File: config.mk
export PLATFORM = sky130hd
export DESIGN_NAME = phase_gen_flat
export DESIGN_NICKNAME = d
export VERILOG_FILES = /design/src/rtl/phase_gen_if.sv /design/src/rtl/phase_gen.sv /design/src/flat_wrapper.sv
export SDC_FILE = /design/constraint.sdc
export NUM_CORES = 1
export LEC_CHECK = 0
export BUFFER_PORTS_ARGS = -buffer_cell sky130_fd_sc_hd__buf_2
export CORE_ASPECT_RATIO = 1.2
export CORE_MARGIN = 2
export CORE_UTILIZATION = 58
export CTS_BUF_LIST = sky130_fd_sc_hd__clkbuf_8
export CTS_CLUSTER_SIZE = 12
export DETAILED_ROUTE_END_ITERATION = 10
export PLACE_DENSITY_LB_ADDON = 0.3
export SKIP_CTS_REPAIR_TIMING = 1
export SYNTH_ARGS = -nofsm -noshare
export SYNTH_HDL_FRONTEND = slang
export SYNTH_SLANG_ARGS = --single-unit
File: constraint.sdc
create_clock -name clk -period 2.9 [get_ports clk]
set_input_delay 0.58 -clock clk [delete_from_list [all_inputs] [get_ports clk]]
set_output_delay 0.58 -clock clk [all_outputs]
set_load 0.02 [all_outputs]
File: src/rtl/phase_gen_if.sv
// Configuration, control and phase-sample signals of the phase generator.
// The slave side is the generator; the master side drives config and consumes samples.
interface phase_gen_if #(
  parameter int ACC_W = 32,
  parameter int CNT_W = 16
);
  logic             cfg_we;
  logic [ACC_W-1:0] cfg_freq;
  logic [ACC_W-1:0] cfg_step;
  logic [CNT_W-1:0] cfg_len;
  logic [15:0]      cfg_offset;
  logic             start;
  logic             stop;
  logic [15:0]      source;
  logic             valid;
  logic             busy;
  logic             done;

  modport master (
    output cfg_we, cfg_freq, cfg_step, cfg_len, cfg_offset, start, stop,
    input  source, valid, busy, done
  );

  modport slave (
    input  cfg_we, cfg_freq, cfg_step, cfg_len, cfg_offset, start, stop,
    output source, valid, busy, done
  );
endinterface

File: src/rtl/phase_gen.sv
// Chirp-capable phase accumulator emitting bounded bursts of Q1.15 phase words,
// one per clock, for the downstream cosine stage.
//
// state  | meaning
// IDLE   | waiting for start; config writes accepted
// RUN    | emitting one sample per clock until the count expires or stop
// DONE   | one-cycle done pulse, then back to IDLE
module phase_gen #(
  parameter int ACC_W = 32,
  parameter int CNT_W = 16
) (
  input  logic        clk,
  input  logic        reset,
  phase_gen_if.slave  bus
);

  typedef enum logic [1:0] {
    S_IDLE = 2'd0,
    S_RUN  = 2'd1,
    S_DONE = 2'd2
  } state_t;

  state_t           state_q, state_d;
  logic [ACC_W-1:0] freq_q, freq_d;
  logic [ACC_W-1:0] step_q, step_d;
  logic [CNT_W-1:0] len_q, len_d;
  logic [15:0]      off_q, off_d;
  logic [ACC_W-1:0] acc_q, acc_d;
  logic [ACC_W-1:0] fcw_q, fcw_d;
  logic [CNT_W-1:0] cnt_q, cnt_d;
  logic [15:0]      source_q, source_d;
  logic             valid_q, valid_d;
  logic             done_q, done_d;

  always_ff @(posedge clk) begin
    if (!reset) begin
      state_q  <= S_IDLE;
      freq_q   <= '0;
      step_q   <= '0;
      len_q    <= '0;
      off_q    <= '0;
      acc_q    <= '0;
      fcw_q    <= '0;
      cnt_q    <= '0;
      source_q <= '0;
      valid_q  <= 1'b0;
      done_q   <= 1'b0;
    end else begin
      state_q  <= state_d;
      freq_q   <= freq_d;
      step_q   <= step_d;
      len_q    <= len_d;
      off_q    <= off_d;
      acc_q    <= acc_d;
      fcw_q    <= fcw_d;
      cnt_q    <= cnt_d;
      source_q <= source_d;
      valid_q  <= valid_d;
      done_q   <= done_d;
    end
  end

  always_comb begin
    state_d  = state_q;
    freq_d   = freq_q;
    step_d   = step_q;
    len_d    = len_q;
    off_d    = off_q;
    acc_d    = acc_q;
    fcw_d    = fcw_q;
    cnt_d    = cnt_q;
    source_d = source_q;
    valid_d  = 1'b0;
    done_d   = 1'b0;

    case (state_q)
      S_IDLE: begin
        if (bus.cfg_we) begin
          freq_d = bus.cfg_freq;
          step_d = bus.cfg_step;
          len_d  = bus.cfg_len;
          off_d  = bus.cfg_offset;
        end
        // A same-cycle config write does not affect this start: it uses the _q values.
        if (bus.start && !bus.stop) begin
          if (len_q != '0) begin
            state_d = S_RUN;
            acc_d   = '0;
            fcw_d   = freq_q;
            cnt_d   = len_q;
          end else begin
            state_d = S_DONE;
          end
        end
      end
      S_RUN: begin
        if (bus.stop) begin
          state_d = S_IDLE;
        end else begin
          source_d = acc_q[ACC_W-1 -: 16] + off_q;
          valid_d  = 1'b1;
          acc_d    = acc_q + fcw_q;
          fcw_d    = fcw_q + step_q;
          cnt_d    = cnt_q - CNT_W'(1);
          if (cnt_q == CNT_W'(1)) state_d = S_DONE;
        end
      end
      S_DONE: begin
        done_d  = 1'b1;
        state_d = S_IDLE;
      end
      default: state_d = S_IDLE;
    endcase
  end

  assign bus.source = source_q;
  assign bus.valid  = valid_q;
  assign bus.busy   = (state_q != S_IDLE);
  assign bus.done   = done_q;

endmodule

File: src/flat_wrapper.sv
// flat-port wrapper written by rule: the top's interface ports become plain ports
module phase_gen_flat 
#(
  parameter int ACC_W = 32,
  parameter int CNT_W = 16
)
  (clk, reset, bus_cfg_we, bus_cfg_freq, bus_cfg_step, bus_cfg_len, bus_cfg_offset, bus_start, bus_stop, bus_source, bus_valid, bus_busy, bus_done);
  phase_gen_if #(.ACC_W(ACC_W), .CNT_W(CNT_W)) bus_i ();
  input  logic clk;
  input  logic reset;
  input wire logic [$bits(bus_i.cfg_we)-1:0] bus_cfg_we;
  input wire logic [$bits(bus_i.cfg_freq)-1:0] bus_cfg_freq;
  input wire logic [$bits(bus_i.cfg_step)-1:0] bus_cfg_step;
  input wire logic [$bits(bus_i.cfg_len)-1:0] bus_cfg_len;
  input wire logic [$bits(bus_i.cfg_offset)-1:0] bus_cfg_offset;
  input wire logic [$bits(bus_i.start)-1:0] bus_start;
  input wire logic [$bits(bus_i.stop)-1:0] bus_stop;
  output wire logic [$bits(bus_i.source)-1:0] bus_source;
  output wire logic [$bits(bus_i.valid)-1:0] bus_valid;
  output wire logic [$bits(bus_i.busy)-1:0] bus_busy;
  output wire logic [$bits(bus_i.done)-1:0] bus_done;
  assign bus_i.cfg_we = bus_cfg_we;
  assign bus_i.cfg_freq = bus_cfg_freq;
  assign bus_i.cfg_step = bus_cfg_step;
  assign bus_i.cfg_len = bus_cfg_len;
  assign bus_i.cfg_offset = bus_cfg_offset;
  assign bus_i.start = bus_start;
  assign bus_i.stop = bus_stop;
  assign bus_source = bus_i.source;
  assign bus_valid = bus_i.valid;
  assign bus_busy = bus_i.busy;
  assign bus_done = bus_i.done;
  phase_gen #(.ACC_W(ACC_W), .CNT_W(CNT_W)) u_core (.clk(clk), .reset(reset), .bus(bus_i));
endmodule
==> flow_summary.toml, run 1 <==
[status]
status = "complete, no violations"

[timing]
worst_pin_slew_ns = 1.01
fmax_mhz = 364
slew_violations = 0
min_period_over_period_pct = 94.6
tns_ns = 0
hold_viol_final = 0
grt_setup_unrepaired = "false"
report.final.setup_viol = 0
fin_skew_ns = 0.0176
max-slew-margin-rel_pct = 33.0
period_needed_ns = 2.74

[power_and_ir_drop]
switching_share_pct = 34.5
peakVddDrop_uv = 398
switchingPower_mw = 2.34
p_int_mw = 4.44
seqPwrFrac_pct = 46.0
powerDensity_nw_per_um2 = 546
power_frac_comb_pct = 25.5
cellLeakagePower_nw = 5.37
power_frac_clock_pct = 28.5

[synthesis]
syn_avg_cell_area_um2 = 7.66
synth-seq-cells = 196
yosys_warnings = 0
synth_area_leaders = "dfxtp_1, nand2_1, a21oi_1"
synth.largest_area_cell = "dfxtp_1"
ys_seq_area_share_pct = 35.5
async_flop_share_pct = 0
synth_edf_count = 0
synth_cell_types = 68
synth_ff_type = "dfxtp_1"
syn-cell-area_um2 = 11100
syn_nets = 1628
synthesis.instances = 1445
synth.top_cell.area_share_pct = 35.5

[layout]
num-nets-final = 1707
fillers = 1687
syn_to_final_growth_pct = 12.1
stdcell_count = 1793
antenna_cells = 0
multiInputGateArea_um2 = 6790
seq_area_um2 = 3930
drive_gt1_share_pct = 13.8

[placement]
dpl.hpwl_mm = 20.7
dp_cells = 1761
place.gp.congestion = 0.928
port-buffer-count = 119

[cts]
cts_max_level = 4
cts_buffers = 17
clock_path_buffers = 2
clk_pin_slew_worst_paths_ns = 0.11
clk_latency_ns = 0.48
cts_root_buffer = "clkbuf_8"
cts_tree = "yes"
clkSinkCount = 196

[global_routing]
grt_usage_pct = 28.2
grt-ovfl-total = 0
grt_pass1_wl_mm = 46.0
antenna_found_initial = 0
grt_max_degree = 97
grt_pass1_vias = 9725

[detailed_routing]
wl_per_cell_um = 15.9
vias_per_cell = 5.84
antenna_left = 0
drt_wl_total_mm = 28.5
drc = 0
first_pass_iters = 5
vias = 10500
drt_iter0_markers = 782

[critical_path]
reg2reg_depth = 11
cpMaxStageDelayCell = "fa_1"
critPathTopFamily = "compound AO/OA/AOI/OAI gates"
start_kind = "flop"
critPathCaptureType = "flop"
slowest_delay_ns = 0.47
path_class = "reg2reg"
crit_buf_inv = 0
cp.arrival_ns = 3.13
required_ns = 3.28
cp_max_fo = 3
path_cells = "ha_1 -> fa_1 -> a21o_1 -> a21oi_1 -> o21bai_1 -> a31oi_1 -> nor2b_1 -> o21a_1 -> o31ai_2 -> mux2i_1 -> a31o_2"
path_depth = 11

[floorplan]
die_area_um2 = 20200
io_pins = 120
die_y_um = 155
die_w_um = 130
start_util_pct = 58.9
num_rows = 55
core_area_um2 = 18800

[worst_hold_path]
hold_depth = 3
hp-class = "in2reg"

[flow_run]
cap_violations = 0
power groups by stage:
stage	clock [mW]	combinational (mW)	sequential (mW)
global route	2.06	1.93	3.14
CTS	1.95	1.71	3.11
detailed placement	0	1.70	3.17
floorplan	0	1.27	3.10
finish	1.93	1.73	3.12
global placement	0	1.66	3.16
state kept, by name (all words and copies together) (netlist names):
| register | flops |
|---|---|
| u_core.acc_q | 32 |
| u_core.bus.done | 1 |
| u_core.bus.source | 16 |
| u_core.bus.valid | 1 |
| u_core.cnt_q | 16 |
| u_core.fcw_q | 32 |
| u_core.freq_q | 32 |
| u_core.len_q | 16 |
| u_core.off_q | 16 |
| u_core.state_q | 2 |
| u_core.step_q | 32 |
cell usage in the layout, fill, tap and decap left out, drive strengths merged, types with 11 or more instances in the layout:
cell type,n
nor3,21
a211oi,16
nand2,325
xnor2,39
a21o,42
nor2,69
o21bai,11
a21oi,223
o211ai,13
xor2,20
ha,79
inv,34
a31oi,13
dfxtp,196
nand3,25
buf,143
nand2b,13
o21ai,84
and3,11
clkbuf,17
nor4,11
final timing paths:
| path | start | to | slack [ns] |
|---|---|---|---|
| worst max-delay path | u_core.acc_q[16]$_SDFFE_PN0P_ | u_core.bus.source[14]$_SDFFE_PN0P_ | 0.16 |
| worst min-delay path | bus_cfg_len[9] | u_core.len_q[9]$_SDFFE_PN0P_ | 0.32 |
| worst max register to register | u_core.acc_q[16]$_SDFFE_PN0P_ | u_core.bus.source[14]$_SDFFE_PN0P_ | 0.16 |
| worst min register to register | u_core.bus.source[13]$_SDFFE_PN0P_ | u_core.bus.source[13]$_SDFFE_PN0P_ | 0.46 |
worst min-delay path, cell delays in order:
cell,delay [ns]
buf_2,0.09
nand2_1,0.04
a21oi_1,0.05
synthesized netlist by cell type (5+ instances only):
cell type    n
a221oi_1     6
o31ai_1      5
clkbuf_1    67
xor2_1      20
and2_1       5
nor4_1      11
o21ai_0     80
nand4_1     10
a21oi_1    221
or3_1        5
and3_1      10
nor2_1      68
dfxtp_1    196
inv_1       29
a311oi_1     6
a31oi_1     13
nand3_1     25
nor2b_1      8
xnor2_1     38
buf_1       12
o21a_1       9
a21o_1      41
a22o_1       5
nand2b_1    13
o22ai_1      6
o21bai_1    10
nor3_1      20
nand2_1    325
a211oi_1    16
ha_1        79
o211ai_1    13
per-layer routing:
metal,up-vias,routed length (µm),track usage (%)
li1,5262,-,-
met1,4859,12600,36.7
met2,299,13900,48.0
met3,43,1340,3.65
met4,0,639,9.42
met5,-,0,0
final cells by class:
class	count	share of cell area, %
multi-input combinational	1136	54.8
timing repair buffer	143	6.56
clock inverter	15	1.60
clock buffer	17	1.89
tap	256	2.58
sequential	196	31.7
inverter	30	0.928
logic make-up after synthesis:
logic type / count (synthesis) / synth area share [%]
AO/OA/AOI/OAI: 481 / 26.5
AND/OR/NAND/NOR: 510 / 19.6
adder cells (fa/ha/maj): 82 / 9.48
XOR/XNOR: 59 / 4.74
buffers and inverters: 113 / 3.88
multiplexers: 4 / 0.362
flip-flops: 196 / 35.5
through the flow:
step	instance area [µm²]	total power, mW	hold slack (ns)	setup WS [ns]	util, %
after floorplan	11100	4.37	0.429	0.283	-
after global placement	11900	4.82	0.439	0.0886	63.4
after detailed placement	11900	4.87	0.441	0.0261	63.4
after CTS	12300	6.77	0.304	-0.0270	65.7
after global routing	12400	7.12	0.317	0.000226	66.0
final	12400	6.77	0.324	0.156	66.0
No activity file was read; power rests on OpenSTA's default activity.
==> inputs of run 2 (changes only) <==
Settings changed: BUFFER_PORTS_ARGS -buffer_cell sky130_fd_sc_hd__buf_2 to not set, DONT_BUFFER_PORTS set to 1.
==> run 2 against run 1 <==
  * Routed wire length up 1.1%
  * Core utilization fell by 3.1 points
  * Non-clock buffer count shrank 117
  * First-iteration DRC count fell by 10%
  * Worst hold slack worse by 0.11 ns
  * Critical endpoint unchanged
==> flow_summary.toml, run 2 (synthesis results as in run 1) <==
[timing]
fmax_mhz = 356
tns_ns = 0
min_period_over_period_pct = 96.7
worst_pin_slew_ns = 0.956
slew_violations = 0
setup_slack_ns = 0.0943
report.final.setup_viol = 0
fin_skew_ns = 0.0174
worst_hold_slack_ns = 0.213
hold_viol_final = 0
grt_setup_unrepaired = "false"
period_needed_ns = 2.81
max-slew-margin-rel_pct = 35.9

[power_and_ir_drop]
powerDensity_nw_per_um2 = 563
p_total_mw = 6.65
cellLeakagePower_nw = 4.88
switchingPower_mw = 2.31
switching_share_pct = 34.8
power_frac_comb_pct = 25.0
peakVddDrop_uv = 337
p_int_mw = 4.34
seqPwrFrac_pct = 47.0
power_frac_clock_pct = 28.0

[floorplan]
core_area_um2 = 18800
num_rows = 55
die_area_um2 = 20200
die_y_um = 155
start_util_pct = 58.9
die_w_um = 130
io_pins = 120

[placement]
dp_slack_ns = 0.0329
dp_cells = 1644
dpl.hpwl_mm = 20.5
port-buffer-count = 0
place.gp.congestion = 0.906
postPlaceCellArea_um2 = 11300

[detailed_routing]
drt_iter0_markers = 703
first_pass_iters = 8
drt_wl_total_mm = 28.8
antenna_left = 0
vias_per_cell = 6.10
vias = 10200
wl_per_cell_um = 17.2
drc = 0

[critical_path]
path_class = "reg2reg"
cp.arrival_ns = 3.19
critPathCaptureType = "flop"
path_cells = "ha_1 -> fa_1 -> a21o_1 -> a21oi_2 -> o21bai_1 -> a31oi_2 -> nor2b_1 -> o21a_1 -> o31ai_2 -> mux2i_1 -> a31o_2"
required_ns = 3.28
cp_max_fo = 3
start_kind = "flop"
crit_buf_inv = 0
critPathTopFamily = "compound AO/OA/AOI/OAI gates"
slowest_delay_ns = 0.46
cpMaxStageDelayCell = "fa_1"

[layout]
num-nets-final = 1591
stdcell_count = 1677
antenna_cells = 0
final_core_util_pct = 62.9
fillers = 1686
design_area_um2 = 11800
syn_to_final_growth_pct = 6.83
mostFrequentLayoutCells = "nand2_1, a21oi_1, dfxtp_1"
layout_commonest_cell = "nand2_1"
drive_gt1_share_pct = 6.97

[global_routing]
grt-ovfl-total = 0
grt_usage_pct = 28.4
grt_pass1_wl_mm = 46.0
grt_max_degree = 110
antenna_found_initial = 0
grt_pass1_vias = 9408

[cts]
cts_tree = "yes"
clk_latency_ns = 0.48
clock_path_buffers = 2
cts_buffers = 17
clk_pin_slew_worst_paths_ns = 0.11
cts_max_level = 4
cts_root_buffer = "clkbuf_8"
clkSinkCount = 196

[flow_run]
cap_violations = 0

[status]
status = "complete, no violations"

[worst_hold_path]
hp-class = "in2reg"
## run 2: routing by layer
layer	global-route usage (%)	up-vias	part of all wire, %
li1	-	5050	-
met2	47.3	362	47
met4	10.9	0	2.7
met5	0	-	0
met1	37.1	4755	43
met3	4.06	61	6.5
## run 2: worst reg2reg max path: cells and delay by family (launching register included)
family          cells  cell delay [ns]
fa+ha+maj           2             0.72
mux                 1             0.11
compound gates      7             1.45
simple gates        1             0.08
flops               1             0.38
## run 2: area by class of cell
class | count | area (µm²) | area share (%)
sequential | 196 | 3920 | 33.2
multi-input combinational | 1137 | 6830 | 57.8
inverter | 30 | 115 | 0.974
timing repair buffer | 26 | 220 | 1.86
tap | 256 | 320 | 2.71
clock buffer | 19 | 262 | 2.21
clock inverter | 13 | 148 | 1.25
## run 2: final timing paths
check	startpoint	end	slack, ns	depth (start not counted)
worst max-delay path	u_core.acc_q[16]$_SDFFE_PN0P_	u_core.bus.source[14]$_SDFFE_PN0P_	0.09	11
worst min register to register	u_core.freq_q[7]$_SDFFE_PN0P_	u_core.freq_q[7]$_SDFFE_PN0P_	0.46	2
worst min-delay path	bus_cfg_step[24]	u_core.step_q[24]$_SDFFE_PN0P_	0.21	2
worst max register to register	u_core.acc_q[16]$_SDFFE_PN0P_	u_core.bus.source[14]$_SDFFE_PN0P_	0.09	11
## run 2: power by group through the flow
| stage | Clock, mW | Sequential (mW) | Combinational, mW |
|---|---|---|---|
| final | 1.86 | 3.13 | 1.66 |
| after global routing | 1.99 | 3.15 | 1.85 |
| after CTS | 1.89 | 3.12 | 1.63 |
| after detailed placement | 0 | 3.18 | 1.62 |
| after global placement | 0 | 3.17 | 1.60 |
| after floorplan | 0 | 3.10 | 1.27 |
